$ cat src/rtl/router_pkg.sv
// Shared router constants and the header byte layout.
package router_pkg;

   localparam int ROUTER_WIDTH      = 8;
   localparam int ROUTER_FIFO_DEPTH = 16;
   localparam int MAX_PAYLOAD       = 63;
   localparam int PKT_CNT_W         = 7;

   typedef struct packed {
      logic [5:0] len;
      logic [1:0] addr;
   } hdr_t;

endpackage

$ cat src/rtl/router_out_fifo_if.sv
// Write/read/status bundle between the output FIFO and its neighbours.
interface router_out_fifo_if #(
   parameter int DEPTH = 16,
   parameter int WIDTH = 8
);

   logic                     write_enb;
   logic                     lfd_state;
   logic [WIDTH-1:0]         data_in;
   logic                     read_enb;
   logic [WIDTH-1:0]         data_out;
   logic                     out_valid;
   logic                     pkt_done;
   logic                     full;
   logic                     empty;
   logic [$clog2(DEPTH):0]   level;

   modport master (
      output write_enb, lfd_state, data_in, read_enb,
      input  data_out, out_valid, pkt_done, full, empty, level
   );

   modport slave (
      input  write_enb, lfd_state, data_in, read_enb,
      output data_out, out_valid, pkt_done, full, empty, level
   );

endinterface

$ cat src/rtl/router_fifo_mem.sv
// Tagged FIFO storage: one write port, a combinational head peek
// and a registered data read port.
module router_fifo_mem #(
   parameter int DEPTH = 16,
   parameter int WIDTH = 8,
   localparam int AW   = $clog2(DEPTH)
) (
   input  logic           clock,
   input  logic           reset,
   input  logic           clear,
   input  logic           wr_en,
   input  logic [AW-1:0]  wr_addr,
   input  logic [WIDTH:0] wr_data,
   input  logic           rd_en,
   input  logic [AW-1:0]  rd_addr,
   output logic [WIDTH:0] head,
   output logic [WIDTH-1:0] q
);

   logic [WIDTH:0] mem [DEPTH];

   // Contents survive both resets; only the pointers are cleared.
   always_ff @(posedge clock) begin
      if (wr_en) mem[wr_addr] <= wr_data;
   end

   assign head = mem[rd_addr];

   always_ff @(posedge clock or posedge reset) begin
      if (reset)      q <= '0;
      else if (clear) q <= '0;
      else if (rd_en) q <= head[WIDTH-1:0];
   end

endmodule

$ cat src/rtl/router_out_fifo.sv
// Per-port router output FIFO with header tagging and packet-end
// detection on the read side.
module router_out_fifo
   import router_pkg::*;
#(
   parameter int DEPTH = ROUTER_FIFO_DEPTH,
   parameter int WIDTH = ROUTER_WIDTH
) (
   input  logic clock,
   input  logic reset,
   input  logic soft_reset,
   router_out_fifo_if.slave bus
);

   localparam int AW = $clog2(DEPTH);

   logic [AW:0]           wr_ptr;
   logic [AW:0]           rd_ptr;
   logic [PKT_CNT_W-1:0]  pkt_cnt;
   logic [WIDTH:0]        head;
   logic                  full;
   logic                  empty;
   logic                  wr_go;
   logic                  rd_go;
   logic                  out_valid;
   logic                  pkt_done;
   hdr_t                  hdr;
   logic                  unused_addr;

   assign full  = (wr_ptr[AW] != rd_ptr[AW]) &&
                  (wr_ptr[AW-1:0] == rd_ptr[AW-1:0]);
   assign empty = (wr_ptr == rd_ptr);

   assign wr_go = bus.write_enb && !full && !soft_reset;
   assign rd_go = bus.read_enb && !empty && !soft_reset;

   assign hdr         = head[7:0];
   assign unused_addr = &{1'b0, hdr.addr};

   router_fifo_mem #(
      .DEPTH (DEPTH),
      .WIDTH (WIDTH)
   ) u_mem (
      .clock   (clock),
      .reset   (reset),
      .clear   (soft_reset),
      .wr_en   (wr_go),
      .wr_addr (wr_ptr[AW-1:0]),
      .wr_data ({bus.lfd_state, bus.data_in}),
      .rd_en   (rd_go),
      .rd_addr (rd_ptr[AW-1:0]),
      .head    (head),
      .q       (bus.data_out)
   );

   always_ff @(posedge clock or posedge reset) begin
      if (reset) begin
         wr_ptr    <= '0;
         rd_ptr    <= '0;
         pkt_cnt   <= '0;
         out_valid <= 1'b0;
         pkt_done  <= 1'b0;
      end else if (soft_reset) begin
         wr_ptr    <= '0;
         rd_ptr    <= '0;
         pkt_cnt   <= '0;
         out_valid <= 1'b0;
         pkt_done  <= 1'b0;
      end else begin
         out_valid <= rd_go;
         pkt_done  <= 1'b0;
         if (wr_go) wr_ptr <= wr_ptr + 1'b1;
         if (rd_go) begin
            rd_ptr <= rd_ptr + 1'b1;
            // Header loads payload length plus one for the parity byte.
            if (head[WIDTH]) begin
               pkt_cnt <= {1'b0, hdr.len} + 7'd1;
            end else if (pkt_cnt != '0) begin
               pkt_cnt  <= pkt_cnt - 1'b1;
               pkt_done <= (pkt_cnt == 7'd1);
            end
         end
      end
   end

   assign bus.out_valid = out_valid;
   assign bus.pkt_done  = pkt_done;
   assign bus.full      = full;
   assign bus.empty     = empty;
   assign bus.level     = wr_ptr - rd_ptr;

endmodule
$ cat src/flat_wrapper.sv
// flat-port wrapper written by rule: the top's interface ports become plain ports
module router_out_fifo_flat import router_pkg::*;
#(
   parameter int DEPTH = ROUTER_FIFO_DEPTH,
   parameter int WIDTH = ROUTER_WIDTH
)
  (clock, reset, soft_reset, bus_write_enb, bus_lfd_state, bus_data_in, bus_read_enb, bus_data_out, bus_out_valid, bus_pkt_done, bus_full, bus_empty, bus_level);
  router_out_fifo_if #(.DEPTH(DEPTH), .WIDTH(WIDTH)) bus_i ();
  input  logic clock;
  input  logic reset;
  input  logic soft_reset;
  input wire logic [$bits(bus_i.write_enb)-1:0] bus_write_enb;
  input wire logic [$bits(bus_i.lfd_state)-1:0] bus_lfd_state;
  input wire logic [$bits(bus_i.data_in)-1:0] bus_data_in;
  input wire logic [$bits(bus_i.read_enb)-1:0] bus_read_enb;
  output wire logic [$bits(bus_i.data_out)-1:0] bus_data_out;
  output wire logic [$bits(bus_i.out_valid)-1:0] bus_out_valid;
  output wire logic [$bits(bus_i.pkt_done)-1:0] bus_pkt_done;
  output wire logic [$bits(bus_i.full)-1:0] bus_full;
  output wire logic [$bits(bus_i.empty)-1:0] bus_empty;
  output wire logic [$bits(bus_i.level)-1:0] bus_level;
  assign bus_i.write_enb = bus_write_enb;
  assign bus_i.lfd_state = bus_lfd_state;
  assign bus_i.data_in = bus_data_in;
  assign bus_i.read_enb = bus_read_enb;
  assign bus_data_out = bus_i.data_out;
  assign bus_out_valid = bus_i.out_valid;
  assign bus_pkt_done = bus_i.pkt_done;
  assign bus_full = bus_i.full;
  assign bus_empty = bus_i.empty;
  assign bus_level = bus_i.level;
  router_out_fifo #(.DEPTH(DEPTH), .WIDTH(WIDTH)) u_core (.clock(clock), .reset(reset), .soft_reset(soft_reset), .bus(bus_i));
endmodule
$ cat config.mk
export PLATFORM = sky130hd
export DESIGN_NAME = router_out_fifo_flat
export DESIGN_NICKNAME = d
export VERILOG_FILES = /design/src/rtl/router_pkg.sv /design/src/rtl/router_out_fifo_if.sv /design/src/rtl/router_fifo_mem.sv /design/src/rtl/router_out_fifo.sv /design/src/flat_wrapper.sv
export SDC_FILE = /design/constraint.sdc
export NUM_CORES = 1
export LEC_CHECK = 0
export BUFFER_PORTS_ARGS = -buffer_cell sky130_fd_sc_hd__buf_2
export CORE_MARGIN = 8
export CORE_UTILIZATION = 30
export CTS_BUF_LIST = sky130_fd_sc_hd__clkbuf_8
export DETAILED_ROUTE_END_ITERATION = 8
export PLACE_DENSITY_LB_ADDON = 0.1
export SLEW_MARGIN = 30
export SYNTH_ARGS = -nofsm -noshare
export SYNTH_HDL_FRONTEND = slang
export SYNTH_SLANG_ARGS = --single-unit
$ cat constraint.sdc
create_clock -name clock -period 3.9 [get_ports clock]
set_input_delay 0.78 -clock clock [delete_from_list [all_inputs] [get_ports clock]]
set_output_delay 0.78 -clock clock [all_outputs]
set_load 0.01 [all_outputs]
## Yosys cells after proc, flatten, opt, wreduce, memory -nomap -nowiden

Memory sizes are Yosys's and may differ from the RTL's.
Index checks and enable logic that the tools add are counted.

- Add/subtract/negate cells: 5
- Equality and inequality tests: 4
- Muxes and demuxes: 17
- Reductions and logical operators: 13

Operators by type and width:

| kind | count |
|---|---|
| $mux W7 | 4 |
| $mux W5 | 4 |
| $mux W8 | 2 |
| $add A5 B1 Y5 const B | 2 |
| $add A6 B1 Y7 const B | 1 |
| $eq A7 B1 Y1 const B | 1 |
| $mux W1 | 7 |
| $reduce_bool A7 Y1 | 1 |
| $sub A7 B1 Y7 const B | 1 |
| $eq A5 B5 Y1 | 1 |
| $logic_and A1 B1 Y1 | 5 |
| $sub A5 B5 Y5 | 1 |
| $eq A4 B4 Y1 | 1 |
| $reduce_bool A2 Y1 | 2 |
| $logic_not A1 Y1 | 3 |
| $reduce_bool A3 Y1 | 1 |
| $reduce_and A2 Y1 | 1 |
| $ne A1 B1 Y1 | 1 |

- Register bits after elaboration: 27
- Memory bits (writable): 144
- Bits of input ports: 14
- Output and inout port bits: 17
- Word-level logic and storage cells: 46
- Memories: 1

Memories:

| name | words | bits a word | read ports | clocked after Yosys merged registers in | write ports | RTL line | source |
|---|---|---|---|---|---|---|---|
| u_core.u_mem.mem | 16 | 9 | 1 | 0 | 1 | router_fifo_mem.sv:20 | `logic [WIDTH:0] mem [DEPTH];` |

## Logic depth before layout (Yosys ltp)

Gate-level depths: netlist (run 1).

- Depth in word-level cells: 7
- Gate-level depth with buffers: 12
- Mapped depth without buffers: 9

## Cells and area by module

From an unflattened synthesis (run 1), not the netlist that was laid out.

- Cells, all modules: 447
- Area, all modules: 7,388.3 sq um

Modules (own cells, without submodules):

| module | instances | cells each | area each (sq um) | sequential area each (sq um) |
|---|---|---|---|---|
| router_fifo_mem | 1 | 292 | 6,023.3 | 4,524.3 |
| router_out_fifo | 1 | 155 | 1,365.1 | 475.5 |

## Worst setup path before layout (run 1)

Ideal clock, no wire load.

- Path type: register -> register
- Start point: reg u_core.rd_ptr[1]
- End point: mem u_core.u_mem.mem[0][0] in the netlist's numbering (enable)
- Library setup time: 0.387 ns
- Arrival: 2.826 ns
- Required time: 3.513 ns
- Path slack: 0.688 ns
- Cell stages (with the launch flop): 11
- Buffers on the path: 3
- Period minus slack after synthesis: 3.212 ns
- Cell sequence: dfrtp_1 > buf_4 > clkbuf_1 > buf_2 > inv_1 > ha_1 > nand4_1 > o21ai_0 > nor2_1 > nand2_1 > nor3_1

- Word-level cells in the longest chain between the ends: 7

RTL lines:

| what | RTL line | source |
|---|---|---|
| start, declared | router_out_fifo.sv:18 | `logic [AW:0] rd_ptr;` |
| start signal, assigned | router_out_fifo.sv:74 | `rd_ptr <= rd_ptr + 1'b1;` |
| $eq A4 B4 Y1 | router_out_fifo.sv:31 | `(wr_ptr[AW-1:0] == rd_ptr[AW-1:0]);` |
| $logic_and A1 B1 Y1 | router_out_fifo.sv:30 | `assign full = (wr_ptr[AW] != rd_ptr[AW]) &&` |
| $logic_not A1 Y1 | router_out_fifo.sv:34 | `assign wr_go = bus.write_enb && !full && !soft_reset;` |
| $logic_and A1 B1 Y1 (2 in series) | router_out_fifo.sv:34 |  |
| $mux W1 | router_fifo_mem.sv:24 | `if (wr_en) mem[wr_addr] <= wr_data;` |
| $mux W1 (not written as such) | router_fifo_mem.sv:24 |  |
| end, declared | router_fifo_mem.sv:20 |  |

No other way between the ends.

## Worst setup path after layout (run 1)

- Start point: reg u_core.rd_ptr[1]
- End point: out bus_level[4]

- Word-level cells in the longest chain between the ends: 1

RTL lines:

| what | RTL line | source |
|---|---|---|
| $sub A5 B5 Y5 | router_out_fifo.sv:90 | `assign bus.level = wr_ptr - rd_ptr;` |
| end, declared | flat_wrapper.sv:21 | `output wire logic [$bits(bus_i.level)-1:0] bus_level;` |

No other way between the ends.

==> results of run 1 <==
[final cells by class]
class | instances | share of cell area, %
inverter | 14 | 0.633
clock buffer | 17 | 2.82
clock inverter | 15 | 2.26
timing repair buffer | 53 | 4.04
sequential | 171 | 60.3
multi-input combinational | 226 | 25.1
tap | 324 | 4.88
[power breakdown]
group | internal (mW) | leakage, nW | switching, mW
clock | 0.556 | 0.214 | 0.747
combinational | 0.335 | 1.02 | 0.438
sequential | 2.03 | 1.66 | 0.0515
[stage by stage]
| step | hold slack [ns] | utilization (%) | area (sq um) |
|---|---|---|---|
| finish | 0.371 | 34.5 | 8300 |
| global route | 0.391 | 34.5 | 8300 |
| CTS | 0.488 | 34.5 | 8300 |
| detailed placement | 0.513 | 32.8 | 7880 |
| global placement | 0.495 | 32.8 | 7880 |
| floorplan | 0.497 | - | 7240 |
[logic make-up after synthesis]
kind of cell / synth area share (%)
AND/OR/NAND/NOR: 6.45
flip-flops: 69.1
AO/OA/AOI/OAI: 4.53
XOR/XNOR: 2.06
buffers and inverters: 2.30
adder cells (fa/ha/maj): 2.52
multiplexers: 13.1
[flip-flops by register name (all words and copies together) (netlist names)]
signal / count
u_core.wr_ptr: 5
u_core.u_mem.mem: 144
u_core.rd_ptr: 5
u_core.u_mem.q: 8
u_core.pkt_cnt: 7
u_core.bus.pkt_done: 1
u_core.bus.out_valid: 1
[worst min path at each step]
stage | end | slack (ns) | startpoint | cells past startpoint
5_1_grt | u_core.wr_ptr[2] | 0.39 | reset | 2
6_report | u_core.wr_ptr[3] | 0.37 | reset | 2
3_5_place_dp | u_core.u_mem.q[7] | 0.51 | u_core.u_mem.q[7] | 2
2_1_floorplan | u_core.pkt_cnt[6] | 0.50 | u_core.pkt_cnt[6] | 2
4_1_cts | u_core.wr_ptr[3] | 0.49 | reset | 2
3_3_place_gp | u_core.u_mem.q[7] | 0.49 | u_core.u_mem.q[7] | 2
[per-layer routing]
| layer | share of wire (%) | track usage, % | up-vias |
|---|---|---|---|
| met3 | 3.1 | 2.80 | 11 |
| met4 | 0.61 | 3.06 | 2 |
| li1 | - | - | 1775 |
| met5 | 0.071 | 0 | - |
| met1 | 48 | 16.7 | 1996 |
| met2 | 48 | 19.7 | 58 |
[cell usage after synthesis (2+ instances only)]
master    count  area (sq um)
a21o_1        3          22.5
a21oi_1      15          75.1
a22oi_1      10          75.1
and3_1        2          12.5
buf_2         3          15.0
buf_4         3          22.5
clkbuf_1      9          33.8
dfrtp_1      27           676
edfxtp_1    144          4320
ha_1         13           163
inv_1        13          48.8
mux2i_1       4          40.0
mux4_1       10           263
mux4_2       28           631
nand2_1      37           139
nand2b_1      3          18.8
nand3_1       5          25.0
nand3b_1      3          22.5
nand4_1       5          31.3
nand4b_1      2          17.5
nor2_1       34           128
nor2b_1       4          25.0
nor3_1        7          35.0
o21ai_0       5          25.0
xnor2_1       9          78.8
xor2_1        8          70.1
[worst max-delay path, cell delays in order, from the launching register on]
cell and delay (ns):
dfrtp_2 0.36, buf_4 0.51, fa_1 0.33, inv_1 0.05, a21o_1 0.16, a21oi_1 0.17
xnor2_1 0.14, buf_2 0.16
==> impl_metrics.ini, run 1 <==
[timing]
tightest_slew_ns = 0.892
setup_tns_ns = 0
period_minus_slack_ns = 3.10
rsz0062_at_grt = no
layout_setup_ws_ns = 0.799
finalCritPeriodShare_pct = 79.5
slew-limit-headroom_pct = 40.4
finalHoldViolCount = 0
clock_skew_ns = 0.0184
setup-violations-final = 0
max_freq_ghz = 0.323
slew_viol_final = 0

[floorplanning]
initial_utilization_pct = 30.1
pin_count = 31
die-area_sq_um = 29300
die_y_microns = 171
die_x_microns = 171
row_count = 57
coreArea_sq_um = 24000

[critical_path]
r2r-end = u_core.u_mem.mem[2][8]
cp.required_ns = 3.12
crit_path_start_kind = flop
cp.arrival_ns = 2.32
reg2reg_depth = 7
path_class = reg -> out
crit_path_start = u_core.rd_ptr[1]
path_max_fanout = 40
cp-end-kind = primary output
endpoint = bus_level[4]
r2r-start = u_core.wr_ptr[2]
ff2ff_setup_slack_ns = 1.05

[yosys]
synthFlopType = edfxtp_1
yosysWarnings = 0
yosysUniqueCellTypes = 50
synth.ff_latch_count = 171
syn_nets = 458
syn_inst = 430
yosysSeqAreaShare_pct = 69.1
synth.avg_cell_area_sq_um = 16.8
synth_edf_count = 144
syn-cell-area_sq_um = 7240
async_flop_share_pct = 15.8

[drt]
wire_per_inst_microns = 20.8
drt-total-wl_microns = 17000
firstDrtPassIters = 4
drt.antenna.violating_nets = 0
drc_errors = 0
via_count = 3842
routed_via_density = 4.69
drt_iter0_drc = 366

[clock_network]
cts-resized-gates = 0
cts_root_buf = clkbuf_8
hold_buffers = 0
cts.sinks = 171
htree_num_levels = 4
cts_tree = built
cts_buffers = 17
cts.path.max_buffers = 2
cts_setup_buffers = 0
cts.clk_slew.worst_paths_ns = 0.10
clk_latency_ns = 0.45

[global_route]
grtUsageTotal_pct = 12.3
grt_pass1_wl_microns = 26200
grt_pass1_vias = 4124
grt-ovfl-total = 0
antenna_found_initial = 1
grt_max_degree = 41

[cells_and_area]
num_antenna_cells = 0
final_common_cell = edfxtp_1
drive_gt1_share_pct = 24.8
layout_common_cells = edfxtp_1 (144), nand2_1 (37), nor2_1 (34)
stdcell_count = 820
fill_cells = 2323
multi_input_area_sq_um = 2080
regArea_sq_um = 5000
final_nets = 511
syn2layout_area_growth_pct = 14.7

[place]
portBuffers = 30
place_ws_ns = 1.00
post-dp-hpwl_microns = 11700
gp_congestion = 0.786
dp_cells = 788

[pwr]
leakagePower_nw = 2.89
max-vdd-ir-drop_v = 0.000170
powerDensity_nw_per_um2 = 501
power_mw = 4.16

[run_status]
status = finished clean

[flow_run]
max_cap_violations = 0

[worst_hold_path]
hold_class = in -> async
(Power assumes the default switching activity.)
==> run 2, diff against run 1 <==
==> constraint.sdc (replaced) <==
create_clock -name clock -period 2.6 [get_ports clock]
set_input_delay 0.52 -clock clock [delete_from_list [all_inputs] [get_ports clock]]
set_output_delay 0.52 -clock clock [all_outputs]
set_load 0.01 [all_outputs]
==> run 2 against run 1 <==
Against the previous run: via count up 3.8%; sequential power increased by 49%; sequential cell count unchanged; critical path type unchanged.
==> impl_metrics.ini, run 2 (synthesis gave the netlist of run 1 again) <==
[drt]
via_count = 3988
drt_iter0_drc = 398
drt.antenna.violating_nets = 0
wire_per_inst_microns = 20.5
firstDrtPassIters = 4
routed_via_density = 4.74
drc_errors = 0
drt-total-wl_microns = 17200

[cells_and_area]
final_common_cell = edfxtp_1
final_nets = 532
stdcell_count = 841
largest_register = u_core.u_mem.mem
layout_common_cells = edfxtp_1 (144), nand2_1 (35), buf_2 (30)
largest_reg_flops = 144
syn2layout_area_growth_pct = 21.3
reg_top3 = u_core.u_mem.mem (144), u_core.u_mem.q (8), u_core.pkt_cnt (7)
num_antenna_cells = 0
drive_gt1_share_pct = 32.5
final_area_sq_um = 8780

[run_status]
status = finished clean

[floorplanning]
row_count = 57
die_x_microns = 171
coreArea_sq_um = 24000
pin_count = 31
die_y_microns = 171
initial_utilization_pct = 30.1
die-area_sq_um = 29300

[worst_hold_path]
hold_class = in -> async

[timing]
finalCritPeriodShare_pct = 96.6
tightest_slew_ns = 0.869
slew-limit-headroom_pct = 42.0
finalHoldViolCount = 0
layout_setup_ws_ns = 0.0886
slew_viol_final = 0
rsz0062_at_grt = yes
setup-violations-final = 0
max_freq_ghz = 0.398
setup_tns_ns = 0
clock_skew_ns = 0.0125
hold-worst-slack_ns = 0.133
period_minus_slack_ns = 2.51

[pwr]
p_int_mw = 4.48
powerDensity_nw_per_um2 = 721
max-vdd-ir-drop_v = 0.000336
power_frac_seq_pct = 48.9
swShare_pct = 29.2
power_switching_mw = 1.85
clock_power_share_pct = 29.5
comb_power_share_pct = 21.6
leakagePower_nw = 3.03

[critical_path]
slowest_delay_ns = 0.42
r2r-start = u_core.rd_ptr[0]
reg2reg_depth = 9
worstPathCellList = buf_6, ha_4, fa_2, inv_2, a21o_1, a21oi_2, xnor2_1, buf_2
cp-end-kind = primary output
path_max_fanout = 2
path_class = reg -> out
ff2ff_setup_slack_ns = 0.12
cp.required_ns = 2.08
r2r-end = u_core.pkt_cnt[1]
critPathSlowestCell = dfrtp_2
crit_path_start_kind = flop
cp.arrival_ns = 1.99

[global_route]
grt_pass1_wl_microns = 26100
grt_pass1_vias = 4145
grt_max_degree = 30
antenna_found_initial = 0
grt-ovfl-total = 0
grtUsageTotal_pct = 12.1

[clock_network]
clk_latency_ns = 0.45
hold_buffers = 0
htree_num_levels = 4
cts_buffers = 17
cts.clk_slew.worst_paths_ns = 0.09
cts.sinks = 171
cts_tree = built
cts_root_buf = clkbuf_8
cts.path.max_buffers = 2

[place]
portBuffers = 30
place_ws_ns = 0.0827
dp_cells = 802
postPlaceCellArea_sq_um = 8250
gp_congestion = 0.767
post-dp-hpwl_microns = 11500

[flow_run]
max_cap_violations = 0
run 2: cell type report:
type                    instances  area, sq um
clock buffers                  17          234
clock inverters                15          156
fillers                      2310        15300
inverters                      14         52.6
multi-input cells             226         2220
flip-flops and latches        171         5000
well taps                     324          405
repair buffers                 74          709
run 2: power groups by stage:
stage                     sequential (mW)  combinational, mW  clock (mW)
final                                3.10               1.37        1.87
after detailed placement             3.16               1.27           0
after floorplan                      3.16              0.850           0
after CTS                            3.09               1.33        1.91
after global placement               3.16               1.27           0
after global routing                 3.11               1.51        2.02
run 2: worst max path at each step:
stage / from / endpoint / cells past startpoint
2_1_floorplan: u_core.rd_ptr[1] / u_core.u_mem.mem[0][0] / 10
3_3_place_gp: u_core.rd_ptr[0] / u_core.pkt_cnt[1] / 8
3_5_place_dp: u_core.rd_ptr[0] / u_core.pkt_cnt[5] / 6
4_1_cts: u_core.rd_ptr[0] / bus_level[4] / 8
5_1_grt: u_core.rd_ptr[0] / bus_level[4] / 8
6_report: u_core.rd_ptr[0] / bus_level[4] / 8
run 2: worst max-delay path, delay by kind of cell, from the launching register on:
kind	cells	cell delay [ns]
buffers and inverters	3	0.33
AO/OA/AOI/OAI	2	0.16
XOR/XNOR	1	0.12
flip-flops	1	0.42
adder cells (fa/ha/maj)	2	0.51
run 2: timing repair:
item / CTS / global route
pin swaps: 2 / 3
setup buffers: 4 / 2
resized for setup: 7 / 8
endpoints found under the setup margin: 1 / 8
cloned: 0 / 1
run 2: metal layers:
| metal | vias up | global-route usage, % | share of wire (%) |
|---|---|---|---|
| li1 | 1825 | - | - |
| met1 | 2095 | 16.6 | 48 |
| met2 | 63 | 19.5 | 48 |
| met3 | 5 | 2.82 | 3.4 |
| met4 | 0 | 2.31 | 0.60 |
| met5 | - | 0 | 0 |
run 2: metrics by stage:
stage,utilization (%),power [mW]
2_1_floorplan,-,4.01
3_3_place_gp,34.3,4.43
3_5_place_dp,34.3,4.43
4_1_cts,36.2,6.34
5_1_grt,36.5,6.64
6_report,36.5,6.33
==> run 3, diff against run 2 <==
==> constraint.sdc (replaced) <==
create_clock -name clock -period 2.15 [get_ports clock]
set_input_delay 0.43 -clock clock [delete_from_list [all_inputs] [get_ports clock]]
set_output_delay 0.43 -clock clock [all_outputs]
set_load 0.01 [all_outputs]
==> run 3 against run 2 <==
Against the previous run: the run now ends with negative setup slack left; wire length grew 9.9%; highest routed layer unchanged; clock skew grew 0.0020 ns; die area is the same; power grew 27%; critical endpoint is now u_core.pkt_cnt[2]; sequential cell count is the same; sequential share of layout area shrank 4.6 points; via count grew 5.3%; critical path depth grew 2; combinational power grew 47%; clock-buffer cell count is the same; largest cell class unchanged; design area grew 8.8%; core utilization grew 3.2 points.
==> impl_metrics.ini, run 3 (synthesis gave the netlist of run 1 again) <==
[critical_path]
cp.arrival_ns = 2.77
path_class = reg -> reg
cpMostUsedCell = buf_4
crit_path_start_kind = flop
cp.required_ns = 2.47
cp-end-kind = flop
critPathSlowestCell = mux4_2
path_max_fanout = 5
r2r-end = u_core.pkt_cnt[2]
ff2ff_setup_slack_ns = -0.30
crit_path_start = u_core.rd_ptr[0]
endpoint = u_core.pkt_cnt[2]
reg2reg_depth = 10
r2r-start = u_core.rd_ptr[0]
worstPathCellList = buf_4, bufbuf_16, buf_4, buf_4, mux4_2, a22oi_2, nand2_2, xor2_1, a31oi_1, a21oi_1
slowest_delay_ns = 0.43

[timing]
layout_setup_ws_ns = -0.299
max_freq_ghz = 0.408
tightest_slew_ns = 0.531
finalHoldViolCount = 0
period_minus_slack_ns = 2.45
hold-worst-slack_ns = 0.0427
slew_viol_final = 0
setup-violations-final = 23
slew-limit-headroom_pct = 64.6
finalCritPeriodShare_pct = 114
clock_skew_ns = 0.0145
setup_tns_ns = -2.99
rsz0062_at_grt = yes

[cells_and_area]
final_common_cell = edfxtp_1
fill_cells = 2247
syn2layout_area_growth_pct = 32.0
reg_top3 = u_core.u_mem.mem (144), u_core.u_mem.q (8), u_core.pkt_cnt (7)
layout_common_cells = edfxtp_1 (144), buf_4 (64), mux4_2 (34)
finish.utilization_pct = 39.7
drive_gt1_share_pct = 44.0
largest_register = u_core.u_mem.mem
regArea_sq_um = 5000
num_antenna_cells = 0
final_nets = 585
multi_input_area_sq_um = 2420
largest_reg_flops = 144
final_area_sq_um = 9550

[floorplanning]
initial_utilization_pct = 30.1
pin_count = 31
die-area_sq_um = 29300
die_y_microns = 171
row_count = 57
die_x_microns = 171
coreArea_sq_um = 24000

[drt]
wire_per_inst_microns = 21.2
firstDrtPassIters = 4
routed_via_density = 4.70
drc_errors = 0
via_count = 4201
drt-total-wl_microns = 18900
drt.antenna.violating_nets = 0
drt_iter0_drc = 322

[run_status]
status = complete, but fails checks
violations = negative setup slack

[clock_network]
cts.clk_slew.worst_paths_ns = 0.10
cts.sinks = 171
hold_buffers = 0
cts.path.max_buffers = 2
cts_buffers = 17
cts_root_buf = clkbuf_8
clk_latency_ns = 0.44
cts_tree = built
htree_num_levels = 4

[place]
postPlaceCellArea_sq_um = 8770
portBuffers = 30
post-dp-hpwl_microns = 12100
gp_congestion = 0.773

[global_route]
grt_pass1_wl_microns = 28300
grtUsageTotal_pct = 13.4
grt_pass1_vias = 4402
antenna_found_initial = 0
grt_max_degree = 28
grt-ovfl-total = 0

[pwr]
powerDensity_nw_per_um2 = 843
leakagePower_nw = 3.38
max-vdd-ir-drop_v = 0.000308

[flow_run]
max_cap_violations = 0

[worst_hold_path]
hold_class = in -> async
[run 3: changes by cell type in the layout (fill, tap and decap cells not counted), sizes merged]
cell	change
buf	+52
bufbuf	+1
bufinv	+1
clkinv	-1
clkinvlp	+1
inv	-1
[run 3: critical path: cells and delay by family, from the launching register on]
kind / cells / cell delay [ns]
and+or+nand+nor: 1 / 0.15
buffers and inverters: 4 / 0.70
DFF: 1 / 0.42
muxes: 1 / 0.43
xor gates and xnor gates: 1 / 0.19
AOI/OAI and AO/OA: 3 / 0.42
[run 3: repair_timing]
action | 4_1_cts | 5_1_grt
buffers inserted | 7 | 8
pin swaps | 8 | 10
setup endpoints to repair | 165 | 140
gates resized for setup | 40 | 12
cloned | 1 | 1
[run 3: area by class of cell]
type | instances | share of cell area, %
flip-flops and latches | 171 | 52.4
multi-input cells | 226 | 25.3
repair buffers | 127 | 13.3
clock buffers | 17 | 2.45
inverters | 14 | 0.576
well taps | 324 | 4.24
clock inverters | 15 | 1.70
[run 3: routing by layer]
layer	global-route usage (%)	vias up	wire length, microns
met3	3.12	13	814
met5	0	-	0
met4	3.36	0	202
li1	-	1929	-
met1	17.8	2175	8780
met2	21.9	84	9140
[run 3: report_power, final]
part | internal, mW | total, mW | switching, mW
combinational | 1.05 | 2.02 | 0.969
sequential | 3.68 | 3.74 | 0.0633
clock | 1.06 | 2.30 | 1.24
total | 5.78 | 8.06 | 2.27
[run 3: worst min path at each step]
stage                      startpoint                    to  slack (ns)
finish                          reset      u_core.wr_ptr[1]        0.04
global route                    reset      u_core.wr_ptr[1]        0.04
CTS                             reset      u_core.wr_ptr[1]        0.04
detailed placement  u_core.u_mem.q[7]     u_core.u_mem.q[7]        0.51
global placement    u_core.u_mem.q[7]     u_core.u_mem.q[7]        0.49
floorplan                       reset  u_core.bus.out_valid        0.48
[run 3: per-stage QoR]
stage / setup WS, ns / instances / power [mW]
2_1_floorplan: -0.290 / 430 / 4.94
3_3_place_gp: -0.153 / 845 / 5.54
3_5_place_dp: -0.208 / 845 / 5.55
4_1_cts: -0.316 / 885 / 8.06
5_1_grt: -0.405 / 894 / 8.44
6_report: -0.299 / 894 / 8.06
